File: src/rtl/lampFPU_pkg.sv
`default_nettype none
// ============================================================================
//  Module      : lampFPU_pkg
//  Description : Shared types, widths and helpers for the lamp bf16 FPU
//                add/sub round-and-pack stage.
//                - LAMP_FLOAT_E_DW / LAMP_FLOAT_F_DW : bf16 field widths
//                - rnd_mode_t      : RISC-V frm rounding-mode encoding
//                - fpu_flags_t     : {of, uf, nx} exception flags
//                - skid_state_t    : output skid-buffer occupancy
//                - FUNC_roundIncrement : round-up decision for one beat
//  Revision    : 1.0 - initial release
// ============================================================================
package lampFPU_pkg;

    localparam int LAMP_FLOAT_E_DW = 8;
    localparam int LAMP_FLOAT_F_DW = 7;

    typedef enum logic [2:0] {
        RNE = 3'b000,
        RTZ = 3'b001,
        RDN = 3'b010,
        RUP = 3'b011,
        RMM = 3'b100
    } rnd_mode_t;

    typedef struct packed {
        logic of;
        logic uf;
        logic nx;
    } fpu_flags_t;

    typedef enum logic [1:0] {
        SKID_EMPTY = 2'd0,
        SKID_FULL1 = 2'd1,
        SKID_FULL2 = 2'd2
    } skid_state_t;

    // Decides whether the truncated magnitude must be bumped by one ulp.
    // Unassigned frm encodings (101..111) fall back to round-to-nearest-even.
    function automatic logic FUNC_roundIncrement(
        input logic [2:0] mode,
        input logic       s,
        input logic       lsb,
        input logic       g,
        input logic       rs
    );
        logic nx;
        logic inc;
        nx = g | rs;
        case (mode)
            RTZ:     inc = 1'b0;
            RDN:     inc = nx & s;
            RUP:     inc = nx & ~s;
            RMM:     inc = g;
            default: inc = g & (rs | lsb);
        endcase
        return inc;
    endfunction

endpackage
`default_nettype wire

File: src/rtl/lamp_fpu_round_core.sv
`default_nettype none
// ============================================================================
//  Module      : lamp_fpu_round_core
//  Description : Combinational rounding and packing of one post-normalised
//                add/sub result into a bf16 word plus exception flags.
//  Ports       : s_i, e_i, f_i          sign, biased exponent, {ovf,hidden,frac,G,R,S}
//                is_overflow_i          upstream overflow
//                is_underflow_i         upstream underflow
//                is_to_round_i          0 = special value, pass through unrounded
//                rnd_mode_i             frm rounding mode
//                res_o                  packed {s, e, frac}
//                flags_o                {of, uf, nx}
//  Revision    : 1.0 - initial release
// ============================================================================
module lamp_fpu_round_core
    import lampFPU_pkg::*;
#(
    parameter int E_DW = LAMP_FLOAT_E_DW,
    parameter int F_DW = LAMP_FLOAT_F_DW
) (
    input  logic                 s_i,
    input  logic [E_DW-1:0]      e_i,
    input  logic [F_DW+4:0]      f_i,
    input  logic                 is_overflow_i,
    input  logic                 is_underflow_i,
    input  logic                 is_to_round_i,
    input  logic [2:0]           rnd_mode_i,
    output logic [E_DW+F_DW:0]   res_o,
    output fpu_flags_t           flags_o
);

    localparam int W = E_DW + F_DW;

    localparam logic [W-1:0] C_INF_MAG = {{E_DW{1'b1}}, {F_DW{1'b0}}};
    localparam logic [W-1:0] C_MAX_MAG = {{(E_DW-1){1'b1}}, 1'b0, {F_DW{1'b1}}};

    logic [F_DW-1:0] w_m;
    logic            w_g;
    logic            w_rs;
    logic            w_lsb;
    logic            w_nx;
    logic            w_inc;
    logic [W:0]      w_sum;
    logic            w_of;
    logic [W-1:0]    w_ovf_mag;
    logic [1:0]      w_unused_hi;

    // The ovf and hidden bits are already folded into e_i by the normaliser.
    assign w_unused_hi = f_i[F_DW+4:F_DW+3];

    assign w_m   = f_i[F_DW+2:3];
    assign w_g   = f_i[2];
    assign w_rs  = f_i[1] | f_i[0];
    assign w_lsb = f_i[3];
    assign w_nx  = w_g | w_rs;

    assign w_inc = FUNC_roundIncrement(rnd_mode_i, s_i, w_lsb, w_g, w_rs);

    // Single adder over {e, m}: a fraction carry ripples into the exponent,
    // which also promotes a denormal that rounds up to e = 1.
    assign w_sum = {1'b0, e_i, w_m} + {{W{1'b0}}, w_inc};

    assign w_of  = is_overflow_i | w_sum[W] | (&w_sum[W-1:F_DW]);

    // Saturation target on overflow depends on the direction of rounding.
    always_comb begin
        w_ovf_mag = C_INF_MAG;
        case (rnd_mode_i)
            RTZ:     w_ovf_mag = C_MAX_MAG;
            RDN:     w_ovf_mag = s_i ? C_INF_MAG : C_MAX_MAG;
            RUP:     w_ovf_mag = s_i ? C_MAX_MAG : C_INF_MAG;
            default: w_ovf_mag = C_INF_MAG;
        endcase
    end

    always_comb begin
        res_o   = {s_i, e_i, w_m};
        flags_o = '0;
        if (is_to_round_i) begin
            flags_o.of = w_of;
            flags_o.nx = w_nx | w_of;
            flags_o.uf = is_underflow_i | ((e_i == '0) & w_nx);
            if (w_of) begin
                res_o = {s_i, w_ovf_mag};
            end else begin
                res_o = {s_i, w_sum[W-1:0]};
            end
        end
    end

endmodule
`default_nettype wire

File: src/rtl/lamp_fpu_addsub_round_pack.sv
`default_nettype none
// ============================================================================
//  Module      : lamp_fpu_addsub_round_pack
//  Description : Final add/sub stage: rounds and packs the normalised result
//                and presents it behind a registered valid/ready handshake.
//                A one-entry skid buffer keeps in_ready_o a flop output while
//                sustaining one beat per cycle.
//  Ports       : clk, rst_n               clock, async active-low reset
//                valid_i / in_ready_o     input handshake
//                s_res_i, e_res_i, f_res_i, isOverflow_i, isUnderflow_i,
//                isToRound_i, rnd_mode_i  input beat
//                valid_o / ready_i        output handshake
//                res_o, flag_of_o, flag_uf_o, flag_nx_o  output beat
//  Revision    : 1.0 - initial release
// ============================================================================
module lamp_fpu_addsub_round_pack
    import lampFPU_pkg::*;
#(
    parameter int E_DW = LAMP_FLOAT_E_DW,
    parameter int F_DW = LAMP_FLOAT_F_DW
) (
    input  logic                 clk,
    input  logic                 rst_n,
    input  logic                 valid_i,
    output logic                 in_ready_o,
    input  logic                 s_res_i,
    input  logic [E_DW-1:0]      e_res_i,
    input  logic [F_DW+4:0]      f_res_i,
    input  logic                 isOverflow_i,
    input  logic                 isUnderflow_i,
    input  logic                 isToRound_i,
    input  logic [2:0]           rnd_mode_i,
    output logic                 valid_o,
    input  logic                 ready_i,
    output logic [E_DW+F_DW:0]   res_o,
    output logic                 flag_of_o,
    output logic                 flag_uf_o,
    output logic                 flag_nx_o
);

    localparam int RW = E_DW + F_DW + 1;

    skid_state_t      state_q;
    logic             in_ready_q;
    logic             out_valid_q;
    logic [RW-1:0]    out_res_q;
    fpu_flags_t       out_flags_q;
    logic [RW-1:0]    skid_res_q;
    fpu_flags_t       skid_flags_q;

    logic [RW-1:0]    w_res;
    fpu_flags_t       w_flags;
    logic             w_in_xfer;
    logic             w_out_xfer;

    // Rounding happens once, on the input side; both holding registers
    // store finished results.
    lamp_fpu_round_core #(
        .E_DW (E_DW),
        .F_DW (F_DW)
    ) u_round_core (
        .s_i            (s_res_i),
        .e_i            (e_res_i),
        .f_i            (f_res_i),
        .is_overflow_i  (isOverflow_i),
        .is_underflow_i (isUnderflow_i),
        .is_to_round_i  (isToRound_i),
        .rnd_mode_i     (rnd_mode_i),
        .res_o          (w_res),
        .flags_o        (w_flags)
    );

    assign w_in_xfer  = valid_i & in_ready_q;
    assign w_out_xfer = out_valid_q & ready_i;

    always_ff @(posedge clk or negedge rst_n) begin
        if (!rst_n) begin
            state_q      <= SKID_EMPTY;
            in_ready_q   <= 1'b1;
            out_valid_q  <= 1'b0;
            out_res_q    <= '0;
            out_flags_q  <= '0;
            skid_res_q   <= '0;
            skid_flags_q <= '0;
        end else begin
            case (state_q)
                SKID_EMPTY: begin
                    if (w_in_xfer) begin
                        out_res_q   <= w_res;
                        out_flags_q <= w_flags;
                        out_valid_q <= 1'b1;
                        state_q     <= SKID_FULL1;
                    end
                end
                SKID_FULL1: begin
                    if (w_in_xfer && !w_out_xfer) begin
                        // Consumer stalled: park the new beat and close the input.
                        skid_res_q   <= w_res;
                        skid_flags_q <= w_flags;
                        in_ready_q   <= 1'b0;
                        state_q      <= SKID_FULL2;
                    end else if (w_out_xfer && !w_in_xfer) begin
                        out_valid_q <= 1'b0;
                        state_q     <= SKID_EMPTY;
                    end else if (w_in_xfer && w_out_xfer) begin
                        out_res_q   <= w_res;
                        out_flags_q <= w_flags;
                    end
                end
                SKID_FULL2: begin
                    if (w_out_xfer) begin
                        out_res_q   <= skid_res_q;
                        out_flags_q <= skid_flags_q;
                        in_ready_q  <= 1'b1;
                        state_q     <= SKID_FULL1;
                    end
                end
                default: begin
                    in_ready_q  <= 1'b1;
                    out_valid_q <= 1'b0;
                    state_q     <= SKID_EMPTY;
                end
            endcase
        end
    end

    assign in_ready_o = in_ready_q;
    assign valid_o    = out_valid_q;
    assign res_o      = out_res_q;
    assign flag_of_o  = out_flags_q.of;
    assign flag_uf_o  = out_flags_q.uf;
    assign flag_nx_o  = out_flags_q.nx;

endmodule
`default_nettype wire
File: config.mk
export PLATFORM = sky130hd
export DESIGN_NAME = lamp_fpu_addsub_round_pack
export DESIGN_NICKNAME = d
export VERILOG_FILES = /design/src/rtl/lampFPU_pkg.sv /design/src/rtl/lamp_fpu_round_core.sv /design/src/rtl/lamp_fpu_addsub_round_pack.sv
export SDC_FILE = /design/constraint.sdc
export NUM_CORES = 1
export LEC_CHECK = 0
export ABC_AREA = 1
export BUFFER_PORTS_ARGS = -buffer_cell sky130_fd_sc_hd__buf_4
export CORE_MARGIN = 5
export CORE_UTILIZATION = 42
export CTS_CLUSTER_DIAMETER = 30
export CTS_CLUSTER_SIZE = 16
export DETAILED_ROUTE_END_ITERATION = 8
export MAX_ROUTING_LAYER = met4
export SLEW_MARGIN = 20
export SYNTH_ARGS = -nofsm -noshare
export SYNTH_HDL_FRONTEND = slang
export SYNTH_SLANG_ARGS = --single-unit
File: constraint.sdc
create_clock -name clk -period 3.3 [get_ports clk]
set_clock_uncertainty 0.05 [all_clocks]
set_input_delay 0.66 -clock clk [delete_from_list [all_inputs] [get_ports clk]]
set_output_delay 0.66 -clock clk [all_outputs]
set_load 0.01 [all_outputs]
==> results by group <==
Power and ir drop
  • Leak pwr: 0.001784 uW
  • PwrDens: 321.7 mW/mm^2
  • Switching pwr: 282.5 uW
  • Max rail drop VDD: 0.1705 mV
  • Internal power: 812.7 uW
  • Power, Total: 1095 uW
  • Clock power share: 36.9%
  • Net Sw Frac: 25.79%
  • Sequential share of power: 47.5%
  • Combinational power share: 15.6%

Synth
  • Multiplexer share of the synthesized area: 0%
  • Largest family of logic cells by synthesized area: simple AND/OR/NAND/NOR gates
  • Compound-Gate Fraction of Synth Area: 11.25%
  • Mapped cell area: 0.002680 sq mm
  • Syn Area/Cell: 6.890 sq um
  • Synth Area in Simple Gates: 39.82%
  • Mapped Nets: 426
  • Top cells by area, synth: dfrtp_1, nand2_1, nor2_1
  • Post-Synth Adder-Cell Area: 2.801%
  • Seq/Total Area, Yosys: 39.26%
  • Share of the synthesized area in the top cell type: 38.28%
  • Synth unique cells: 33
  • Syn Inst Count: 389
  • Synth Area in XOR/XNOR: 1.307%
  • Flop and latch count out of synthesis: 42
  • Dominant cell type by area after synthesis: dfrtp_1
  • Synth warnings: 0

STA
  • Final hold slack: 0.2894 ns
  • Slew headroom: 63.42%
  • Final Critical Period: 3.112 ns
  • Slew @ Worst Pin: 0.5482 ns
  • Fmax: 321.3 MHz
  • Final period utilization: 94.30%
  • Final hold viol count: 0
  • Endpoints failing setup: 0
  • Final slew viol count: 0

Critical path
  • Critical Path Slowest Stage Cell: ha_1
  • Bufs and invs on worst path: 3
  • Worst-path cell chain: buf_4 > nor2_2 > inv_1 > o21ai_0 > nand3b_1 > a32oi_2 > buf_4 > ha_1 > nand3_2 > nor2_2 > nand3_1 > nand2_1 > nand2_1 > nor2_4 > nand3_4 > nand2_4 > nand2_4 > nand3_1 > nand2_1 > nand2_1 > nand2_1 > nand2_1
  • Worst setup EP type: flop
  • Most frequent CP cell: nand2_1
  • CP Launch Point: rnd_mode_i[2]
  • Worst Setup Path Type: in2reg
  • Reg2reg start: in_ready_o
  • CP Launch Type: input port
  • Max incr delay on CP: 0.20 ns
  • Largest delay share family, worst path: simple AND/OR/NAND/NOR gates
  • Crit Path Max Fanout: 8
  • CP required: 3.49 ns
  • Worst endpoint data arrival time: 3.30 ns

Global route
  • Pin count of the biggest net entering global routing: 43
  • Initial antenna violation count: 0
  • Global Route Usage Sum: 17.52%
  • Routing usage on met1: 26.45%
  • Grt total ovfl: 0
  • Met3 GRT Util: 2.838%
  • First-pass GRT wire length: 11680 um
  • Vias in the first global route: 2438
  • Most used routing layer: met1
  • GRT met2 Usage: 24.15%

Floorplanning
  • Ports: 52
  • Die height: 89.88 um
  • Die ar.: 0.008078 sq mm
  • Die X: 89.88 um
  • Row count: 29
  • Core area: 0.006277 sq mm
  • Initial Utilization: 42.69%

Cells and area
  • Antenna diode count: 0
  • Fin area: 0.003405 sq mm
  • # nets final: 491
  • Layout cells sized above 1: 23.96%
  • Area delta synth->final: 27.03%

Placement
  • Buffers on Ports: 49
  • Routability cong.: 0.8974
  • Dpl hpwl: 5007 um
  • Cell Area, Placed: 0.003232 sq mm

Routing
  • DR vias/cell: 4.929
  • Final antenna-violating net count: 0
  • DRT iter0 DRCs: 164
  • Total routed wirelength: 6892 um
  • Vias: 2622
  • DRT Pass-1 Iters: 5
  • Post-DR wirelength/cell: 12.95 um
  • Residual DRC count: 0

Clock tree
  • CTS Buffer Depth: 2
  • CTS Root Cell: clkbuf_8
  • Num Clock Sinks: 42
  • H-tree levels: 2
  • Clock Pin Slew Worst Setup and Hold Paths: 0.08 ns
  • Total CTS buffers: 5
  • Clk_lat worst skew: 0.29 ns
  • TritonCTS clock tree: built

Hold path
  • Min-delay worst type: in2async

Run status
  • Status: finished clean

Run
  • Maxcap violations: 0
-- sequential cells by signal (all words and copies together), names as in the netlist --
register and count:
flag_of_o 1, valid_o 1, flag_nx_o 1, skid_flags_q 3
skid_res_q 16, state_q 2, res_o 16, in_ready_o 1
flag_uf_o 1
-- layout by cell type (no fill, tap or decap), types with 3 or more instances in the layout --
master	count
buf_4	69
o21a_1	3
nand4_1	4
xor2_1	3
o21ai_0	19
nor2_4	4
nand2_1	137
nor3_1	3
nand3_2	3
ha_1	5
or2_2	6
nor2_1	47
nand3b_1	3
nand2_4	3
nor2_2	6
inv_1	25
nand3_1	27
clkbuf_8	5
a21oi_1	10
o21ai_1	10
o22ai_1	5
dfrtp_1	41
-- what timing repair did --
action                                 4_1_cts  5_1_grt
resized for setup                            0       10
hold buffers                                 0        0
endpoints found under the hold margin        0        0
setup buffers                                0        2
setup endpoints to repair                    0       30
-- cells by family after synthesis --
group	Yosys count
fa+ha+maj	6
buf+inv	39
simple gates	245
xor+xnor	4
compound gates	53
flops	42
-- Yosys cell counts --
cell       count
buf_2          2
nand3_1       28
o31ai_1        1
o21a_1         3
nand3_2        1
nor2_2         4
inv_2          2
o21ai_1       10
nand3_4        1
nor3_1         3
a41oi_2        1
dfrtp_1       41
nand3b_1       3
o22ai_1        5
nor2_1        51
nand2_1      137
nand2_4        3
a31oi_1        1
dfstp_2        1
o2111ai_1      1
or2_2          6
buf_1          2
xnor2_1        1
o21ai_0       19
nand2_2        2
a21oi_1       11
nor2_4         2
xor2_1         3
a32oi_1        1
nand4_1        4
inv_1         25
ha_1           6
clkbuf_1       8
-- path summary, 6_finish.rpt --
| check | end | slack, ns | cells after the start |
|---|---|---|---|
| setup / recovery | res_o[1] | 0.19 | 22 |
| hold / removal | valid_o | 0.29 | 1 |
| setup reg to reg | res_o[10] | 0.89 | 12 |
| hold reg to reg | res_o[14] | 0.43 | 2 |
| max in group asynchronous | res_o[5] | 2.54 | 1 |
| min in group clk | res_o[14] | 0.43 | 2 |
-- metrics by stage --
step	worst slack (ns)	cells	util, %	TNS, ns
after detailed placement	-0.1623	521	51.49	-2.837
after floorplan	0.2414	389	-	0
after CTS	0.1495	529	53.22	0
final	0.1880	532	54.24	0
after global placement	-0.1347	521	51.49	-2.100
after global routing	-0.05022	532	54.24	-0.09552
-- area by class of cell --
cell class	instances	area [sq um]
clock buffers	5	68.82
clock inverters	3	40.04
fillers	630	2873
inverters	27	101.3
multi-input cells	309	1528
flip-flops and latches	42	1052
well taps	77	96.34
repair buffers	69	518.0
-- per-layer routing --
| layer | up-vias | part of all wire, % |
|---|---|---|
| met2 | 73 | 42 |
| met1 | 1159 | 52 |
| met3 | 6 | 4.4 |
| met5 | - | 0 |
| met4 | 0 | 1.3 |
| li1 | 1384 | - |
-- power groups by stage --
stage | clock network, uW | registers [uW] | logic [uW]
2_1_floorplan | 0 | 533 | 81.1
3_3_place_gp | 0 | 531 | 164
3_5_place_dp | 0 | 531 | 164
4_1_cts | 414 | 520 | 164
5_1_grt | 433 | 521 | 193
6_report | 404 | 520 | 171
Note: power is estimated with default switching activity, not from simulation.
